**config.mk**
```make
export PLATFORM = sky130hd
export DESIGN_NAME = program_sequencer
export DESIGN_NICKNAME = d
export VERILOG_FILES = /design/src/rtl/program_sequencer.sv
export SDC_FILE = /design/constraint.sdc
export NUM_CORES = 1
export LEC_CHECK = 0
export ABC_AREA = 1
export CAP_MARGIN = 20
export CORE_MARGIN = 2
export CORE_UTILIZATION = 45
export CTS_CLUSTER_DIAMETER = 200
export DETAILED_ROUTE_END_ITERATION = 12
export GPL_TIMING_DRIVEN = 0
export PLACE_DENSITY = 0.62
export REMOVE_ABC_BUFFERS = 1
export SLEW_MARGIN = 5
export SYNTH_ARGS = -nofsm -noshare
export SYNTH_HDL_FRONTEND = slang
export SYNTH_SLANG_ARGS = --single-unit
```
**constraint.sdc**
```tcl
create_clock -name clk -period 3.7 [get_ports clk]
set_clock_uncertainty 0.05 [all_clocks]
set_input_delay 0.74 -clock clk [delete_from_list [all_inputs] [get_ports clk]]
set_output_delay 0.74 -clock clk [all_outputs]
set_load 0.03 [all_outputs]
```
**src/rtl/program_sequencer.sv**
```systemverilog
`default_nettype none
// ============================================================================
// program_sequencer : program counter with INC/JUMP/BRANCH/CALL/RET and a
// LIFO return-address stack, sticky overflow/underflow error. Rev 1.0
// ============================================================================
module program_sequencer #(
  parameter int               WIDTH        = 16,
  parameter int               STACK_DEPTH  = 8,
  parameter logic [WIDTH-1:0] RESET_VECTOR = '0
) (
  input  logic             clk,
  input  logic             rst,
  input  logic             CE,
  input  logic [2:0]       op,
  input  logic [WIDTH-1:0] IN,
  output logic [WIDTH-1:0] OUT,
  output logic             stack_full,
  output logic             stack_empty,
  output logic             error
);

  localparam int c_CNT_W = $clog2(STACK_DEPTH + 1);
  localparam int c_PTR_W = (STACK_DEPTH > 1) ? $clog2(STACK_DEPTH) : 1;
  localparam logic [c_CNT_W-1:0] c_DEPTH   = c_CNT_W'(STACK_DEPTH);
  localparam logic [c_CNT_W-1:0] c_CNT_ONE = c_CNT_W'(1);
  localparam logic [WIDTH-1:0]   c_PC_ONE  = WIDTH'(1);

  localparam logic [2:0] c_OP_INC    = 3'b000;
  localparam logic [2:0] c_OP_JUMP   = 3'b001;
  localparam logic [2:0] c_OP_BRANCH = 3'b010;
  localparam logic [2:0] c_OP_CALL   = 3'b011;
  localparam logic [2:0] c_OP_RET    = 3'b100;

  logic [WIDTH-1:0]   r_stack [STACK_DEPTH];
  logic [WIDTH-1:0]   r_pc;
  logic [c_CNT_W-1:0] r_count;
  logic               r_error;

  logic [WIDTH-1:0]   w_pc_inc;
  logic [WIDTH-1:0]   w_pc_nxt;
  logic [c_CNT_W-1:0] w_cnt_nxt;
  logic               w_err_nxt;
  logic               w_push;
  logic               w_full;
  logic               w_empty;
  logic [c_PTR_W-1:0] w_push_idx;
  logic [c_PTR_W-1:0] w_top_idx;

  assign w_full     = (r_count == c_DEPTH);
  assign w_empty    = (r_count == '0);
  assign w_pc_inc   = r_pc + c_PC_ONE;
  assign w_push_idx = c_PTR_W'(r_count);
  assign w_top_idx  = c_PTR_W'(r_count - c_CNT_ONE);

  always_comb begin
    w_pc_nxt  = r_pc;
    w_cnt_nxt = r_count;
    w_err_nxt = r_error;
    w_push    = 1'b0;
    if (CE) begin
      case (op)
        c_OP_INC:    w_pc_nxt = w_pc_inc;
        c_OP_JUMP:   w_pc_nxt = IN;
        // Unsigned add is identical to a signed offset modulo 2^WIDTH.
        c_OP_BRANCH: w_pc_nxt = r_pc + IN;
        c_OP_CALL: begin
          if (w_full) begin
            w_err_nxt = 1'b1;
          end else begin
            w_push    = 1'b1;
            w_cnt_nxt = r_count + c_CNT_ONE;
            w_pc_nxt  = IN;
          end
        end
        c_OP_RET: begin
          if (w_empty) begin
            w_err_nxt = 1'b1;
          end else begin
            w_pc_nxt  = r_stack[w_top_idx];
            w_cnt_nxt = r_count - c_CNT_ONE;
          end
        end
        default: ;
      endcase
    end
  end

  always_ff @(posedge clk) begin
    if (rst) begin
      r_pc    <= RESET_VECTOR;
      r_count <= '0;
      r_error <= 1'b0;
    end else begin
      r_pc    <= w_pc_nxt;
      r_count <= w_cnt_nxt;
      r_error <= w_err_nxt;
    end
  end

  // Stack storage needs no reset: entries above the occupancy are never read.
  always_ff @(posedge clk) begin
    if (!rst && w_push) begin
      r_stack[w_push_idx] <= w_pc_inc;
    end
  end

  assign OUT         = r_pc;
  assign stack_full  = w_full;
  assign stack_empty = w_empty;
  assign error       = r_error;

endmodule
`default_nettype wire

```
==> impl_results.html <==
<table>
<tr><th>Metric</th><th>Value</th></tr>
<tr><th colspan="2">Floorplan</th></tr>
<tr><td>Die width</td><td>134 um</td></tr>
<tr><td>Area of the placeable core</td><td>16,600 sq um</td></tr>
<tr><td>I/O pins</td><td>41</td></tr>
<tr><td>Die Y</td><td>134 um</td></tr>
<tr><td>Area enclosed by the die boundary</td><td>18,000 sq um</td></tr>
<tr><td>Std-Cell Rows</td><td>47</td></tr>
<tr><td>Initial core utilization</td><td>46.0%</td></tr>
<tr><th colspan="2">Setup path</th></tr>
<tr><td>CP required</td><td>2.91 ns</td></tr>
<tr><td>WS Path Type</td><td>flip-flop to output port</td></tr>
<tr><td>Data arrival time of the worst path</td><td>2.73 ns</td></tr>
<tr><td>Endpoint kind of the worst setup timing path</td><td>output port</td></tr>
<tr><td>Critical R2R Launch</td><td>r_count[0]</td></tr>
<tr><td>Chain of cells forming the critical path</td><td>inv_8 -&gt; buf_12 -&gt; ha_2 -&gt; nand3_1 -&gt; inv_1 -&gt; clkdlybuf4s50_1</td></tr>
<tr><td>Cell type of the slowest stage on the worst timing path</td><td>sky130_fd_sc_hd__dfxtp_2</td></tr>
<tr><td>Maximum fanout encountered on the critical timing path</td><td>36</td></tr>
<tr><td>Count of cells along the worst register-to-register path</td><td>11</td></tr>
<tr><td>Critical path's largest stage delay</td><td>0.79 ns</td></tr>
<tr><td>Register-to-Register Setup Slack</td><td>0.21 ns</td></tr>
<tr><td>Endpoint of the worst-slack reg-to-reg timing path</td><td>r_stack[1][14]</td></tr>
<tr><td>Crit start category</td><td>flip-flop</td></tr>
<tr><th colspan="2">Synthesis</th></tr>
<tr><td>Synthesized-area fraction occupied by ao, oa, aoi and oai cells</td><td>10.9%</td></tr>
<tr><td>Number of storage elements in the synthesis netlist</td><td>149</td></tr>
<tr><td>Post-synth EDFFs</td><td>128</td></tr>
<tr><td>Simple-gate share of the synthesized area</td><td>22.1%</td></tr>
<tr><td>Dominant combinational cell family by area after synthesis</td><td>simple AND/OR/NAND/NOR gates</td></tr>
<tr><td>Synth Flop Type</td><td>sky130_fd_sc_hd__edfxtp_1</td></tr>
<tr><td>Warnings from Yosys</td><td>0</td></tr>
<tr><td>Multiplexer fraction of the synthesized cell area</td><td>0%</td></tr>
<tr><td>Cell types occupying the most area after synthesis</td><td>sky130_fd_sc_hd__edfxtp_1 50%, sky130_fd_sc_hd__nand2_1 9.3%, sky130_fd_sc_hd__dfxtp_1 5.5%</td></tr>
<tr><td>Arithmetic-cell share of the synthesized area counting full adders, half adders and majority gates</td><td>3.22%</td></tr>
<tr><td>Cell taking the most area after synthesis</td><td>sky130_fd_sc_hd__edfxtp_1</td></tr>
<tr><td>Proportion of synthesized chip area in sequential cells</td><td>56.0%</td></tr>
<tr><td>Share of the synthesized area in the top cell type</td><td>50.4%</td></tr>
<tr><td>Xor/xnor cell area share of the yosys netlist</td><td>1.49%</td></tr>
<tr><td>Area of the mapped netlist</td><td>7620 sq um</td></tr>
<tr><td>Synthesized area per cell</td><td>9.08 sq um</td></tr>
<tr><td>Post-synthesis cell type count</td><td>41</td></tr>
<tr><td>Post-synthesis instance total</td><td>839</td></tr>
<tr><td>Async SR Flop Fraction</td><td>0%</td></tr>
<tr><th colspan="2">Clock network</th></tr>
<tr><td>Number of H-tree levels</td><td>4</td></tr>
<tr><td>Cts bufs inserted</td><td>17</td></tr>
<tr><td>CTS tree</td><td>yes</td></tr>
<tr><td>Worst-case clock buffer depth</td><td>2</td></tr>
<tr><td>Clk root buf</td><td>sky130_fd_sc_hd__clkbuf_16</td></tr>
<tr><td>Later-pin clock latency in the skew report</td><td>0.43 ns</td></tr>
<tr><td>Hold-fix buffers, CTS</td><td>0</td></tr>
<tr><td>Clock-pin slew of the registers on the worst-case setup and hold paths</td><td>0.06 ns</td></tr>
<tr><td>Number of buffers inserted by post-CTS setup repair</td><td>0</td></tr>
<tr><td>Clock Sink Count</td><td>149</td></tr>
<tr><th colspan="2">Power</th></tr>
<tr><td>Leakage Power</td><td>3.50 nW</td></tr>
<tr><td>Worst voltage drop across the vdd grid</td><td>0.313 mV</td></tr>
<tr><td>PD cells</td><td>451 nW/um^2</td></tr>
<tr><th colspan="2">Global route</th></tr>
<tr><td>Pin count of the biggest net entering global routing</td><td>41</td></tr>
<tr><td>Global-route met1 utilization</td><td>33.9%</td></tr>
<tr><td>Remaining Overflow, GRT</td><td>0</td></tr>
<tr><td>Antenna violations before repair</td><td>0</td></tr>
<tr><td>Number of global-route vias before repair</td><td>5,608</td></tr>
<tr><td>GRT met3 Usage</td><td>4.35%</td></tr>
<tr><td>Routing usage on met2</td><td>38.6%</td></tr>
<tr><td>Wire length of the first global-routing pass</td><td>32.3 mm</td></tr>
<tr><td>Global-route usage over all layers</td><td>24.3%</td></tr>
<tr><td>GRT busiest layer</td><td>met2</td></tr>
<tr><th colspan="2">Final layout</th></tr>
<tr><td>Finished layout cell area</td><td>8970 sq um</td></tr>
<tr><td>Fraction of layout instances using a drive strength above 1</td><td>9.04%</td></tr>
<tr><td>Most used cells in the layout excluding fill and tap cells</td><td>188 x sky130_fd_sc_hd__nand2_1, 128 x sky130_fd_sc_hd__edfxtp_1, 96 x sky130_fd_sc_hd__nor2_1, 73 x sky130_fd_sc_hd__inv_1, 73 x sky130_fd_sc_hd__o21ai_0</td></tr>
<tr><td>Area growth from synthesis to final layout</td><td>17.8%</td></tr>
<tr><td>Number of nets in the layout</td><td>924</td></tr>
<tr><td>Layout fillers</td><td>1,519</td></tr>
<tr><td>Most common library cell in the layout ignoring fill and taps</td><td>sky130_fd_sc_hd__nand2_1</td></tr>
<tr><td>Number of antenna cells inserted</td><td>0</td></tr>
<tr><th colspan="2">Detailed routing</th></tr>
<tr><td>Vias/cell</td><td>5.41</td></tr>
<tr><td>First drt pass iteration count</td><td>5</td></tr>
<tr><td>Iteration-0 DRC count of the detailed router</td><td>590</td></tr>
<tr><td>DRC violations left</td><td>0</td></tr>
<tr><td>Overall via count from detail_route</td><td>6,038</td></tr>
<tr><td>Total wirelength of the detailed-routed design</td><td>20.8 mm</td></tr>
<tr><td>Number of routed nets with antenna violations</td><td>0</td></tr>
<tr><td>Mean routed wirelength per cell</td><td>18.7 um</td></tr>
<tr><th colspan="2">Place</th></tr>
<tr><td>Total half-perimeter wirelength after legalization and detailed placement</td><td>14.1 mm</td></tr>
<tr><td>Final estimated routing congestion in global placement</td><td>0.892</td></tr>
<tr><td>Placed Instance Area</td><td>8370 sq um</td></tr>
<tr><td># port buffers</td><td>40</td></tr>
<tr><td>Setup slack at placement</td><td>-0.232 ns</td></tr>
<tr><th colspan="2">STA</th></tr>
<tr><td>Maximum clock rate</td><td>284 MHz</td></tr>
<tr><td>Setup repair after global routing missed its margin</td><td>false</td></tr>
<tr><td>Worst slew margin relative to its limit</td><td>35.2%</td></tr>
<tr><td>Tcrit/Tclk final</td><td>95.1%</td></tr>
<tr><td>Time the worst path needs with I/O delays and setup</td><td>3.52 ns</td></tr>
<tr><td>Number of setup violations in the final report</td><td>0</td></tr>
<tr><td>Number of hold violations in the final report</td><td>0</td></tr>
<tr><td>Pins over their slew limit</td><td>0</td></tr>
<tr><td>Worst-margin pin slew</td><td>0.969 ns</td></tr>
<tr><td>Setup WS post-layout</td><td>0.182 ns</td></tr>
<tr><th colspan="2">Run status</th></tr>
<tr><td>Outcome</td><td>completed</td></tr>
<tr><th colspan="2">Run</th></tr>
<tr><td>Max_cap viols</td><td>0</td></tr>
<tr><th colspan="2">Worst hold path</th></tr>
<tr><td>Worst hold-check path type</td><td>flip-flop to flip-flop</td></tr>
<tr><td>Worst min-delay path startpoint</td><td>error</td></tr>
<tr><td>Hold Path Depth</td><td>1</td></tr>
<tr><td>WHS Endpoint</td><td>error</td></tr>
</table>
[registers in the layout (all words and copies together), names as in the netlist]
name and count:
error 1, r_stack 128, OUT 16, r_count 4
[worst max-delay path: cells and delay by family, from the launching register on]
kind	cells	cell delay, ns
flops	1	0.79
fa+ha+maj	1	0.23
buf+inv	4	1.06
simple gates	1	0.15
[final cells by class]
cell class | instances | area, sq um | share of cell area (%)
Sequential cell | 149 | 4270 | 47.5
Tap cell | 220 | 275 | 3.07
Inverter | 81 | 315 | 3.51
Clock buffer | 18 | 429 | 4.78
Multi-Input combinational cell | 576 | 2920 | 32.5
Timing Repair Buffer | 58 | 617 | 6.87
Clock inverter | 14 | 154 | 1.71
[cell usage after synthesis, types with 3 or more instances]
| cell type | number |
|---|---|
| sky130_fd_sc_hd__nand2_1 | 188 |
| sky130_fd_sc_hd__edfxtp_1 | 128 |
| sky130_fd_sc_hd__nor2_1 | 98 |
| sky130_fd_sc_hd__inv_1 | 74 |
| sky130_fd_sc_hd__o21ai_0 | 73 |
| sky130_fd_sc_hd__nand3_1 | 58 |
| sky130_fd_sc_hd__a21oi_1 | 47 |
| sky130_fd_sc_hd__dfxtp_1 | 21 |
| sky130_fd_sc_hd__o22ai_1 | 19 |
| sky130_fd_sc_hd__ha_1 | 18 |
| sky130_fd_sc_hd__nor3_1 | 17 |
| sky130_fd_sc_hd__clkbuf_1 | 15 |
| sky130_fd_sc_hd__xor2_1 | 10 |
| sky130_fd_sc_hd__buf_2 | 9 |
| sky130_fd_sc_hd__nand4_1 | 8 |
| sky130_fd_sc_hd__buf_4 | 6 |
| sky130_fd_sc_hd__inv_2 | 5 |
| sky130_fd_sc_hd__nand3b_1 | 5 |
| sky130_fd_sc_hd__nand2_2 | 4 |
| sky130_fd_sc_hd__a22o_1 | 3 |
| sky130_fd_sc_hd__a22oi_1 | 3 |
| sky130_fd_sc_hd__buf_6 | 3 |
| sky130_fd_sc_hd__nor2_4 | 3 |
| sky130_fd_sc_hd__o21ai_1 | 3 |
| sky130_fd_sc_hd__or2_2 | 3 |
| sky130_fd_sc_hd__xnor2_1 | 3 |
[what timing repair did]
| action | 4_1_cts | 5_1_grt |
|---|---|---|
| setup endpoints to repair | 48 | 43 |
| endpoints found under the hold margin | 0 | 0 |
| gates resized for setup | 3 | 4 |
[worst max-delay path by stage]
| stage | startpoint | to | slack (ns) |
|---|---|---|---|
| 4_1_cts | r_count[0] | stack_full | 0.02 |
| 3_5_place_dp | op[0] | r_stack[6][10] | -0.23 |
| 6_report | r_count[0] | stack_empty | 0.18 |
| 5_1_grt | r_count[0] | stack_empty | 0.03 |
| 2_1_floorplan | r_count[0] | r_stack[7][0] | -1.59 |
| 3_3_place_gp | r_count[0] | r_stack[7][8] | -5.59 |
[metal layers]
| layer | part of all wire, % | vias up |
|---|---|---|
| met4 | 2.9 | 0 |
| met2 | 45 | 223 |
| met1 | 45 | 2811 |
| met5 | 0 | - |
| met3 | 6.3 | 49 |
| li1 | - | 2955 |
[power by group]
group	total [W]	leakage (nW)	switching, W	internal (W)
Sequential	0.00188	1.36	0.0000331	0.00184
Clock	0.00170	0.267	0.000705	0.000997
Combinational	0.000466	1.88	0.000304	0.000162
[logic make-up (layout without fill, tap and decap cells)]
kind of cell	after synthesis	in the layout
and+or+nand+nor	390	390
adders and majority gates	19	19
AOI/OAI and AO/OA	154	154
xor gates and xnor gates	13	13
buffers and inverters	114	171
DFF	149	149
[stage by stage]
stage	std cells	TNS [ns]	utilization [%]	power (W)	hold slack [ns]
floorplan	806	-185.51	-	0.00219	0.408
global placement	1066	-670.69	48.9	0.00235	0.401
detailed placement	1084	-4.71	50.5	0.00237	0.408
CTS	1116	0	54.0	0.00406	0.422
global route	1116	0	54.1	0.00419	0.468
finish	1116	0	54.1	0.00404	0.418
No activity file was read; power rests on OpenSTA's default activity.
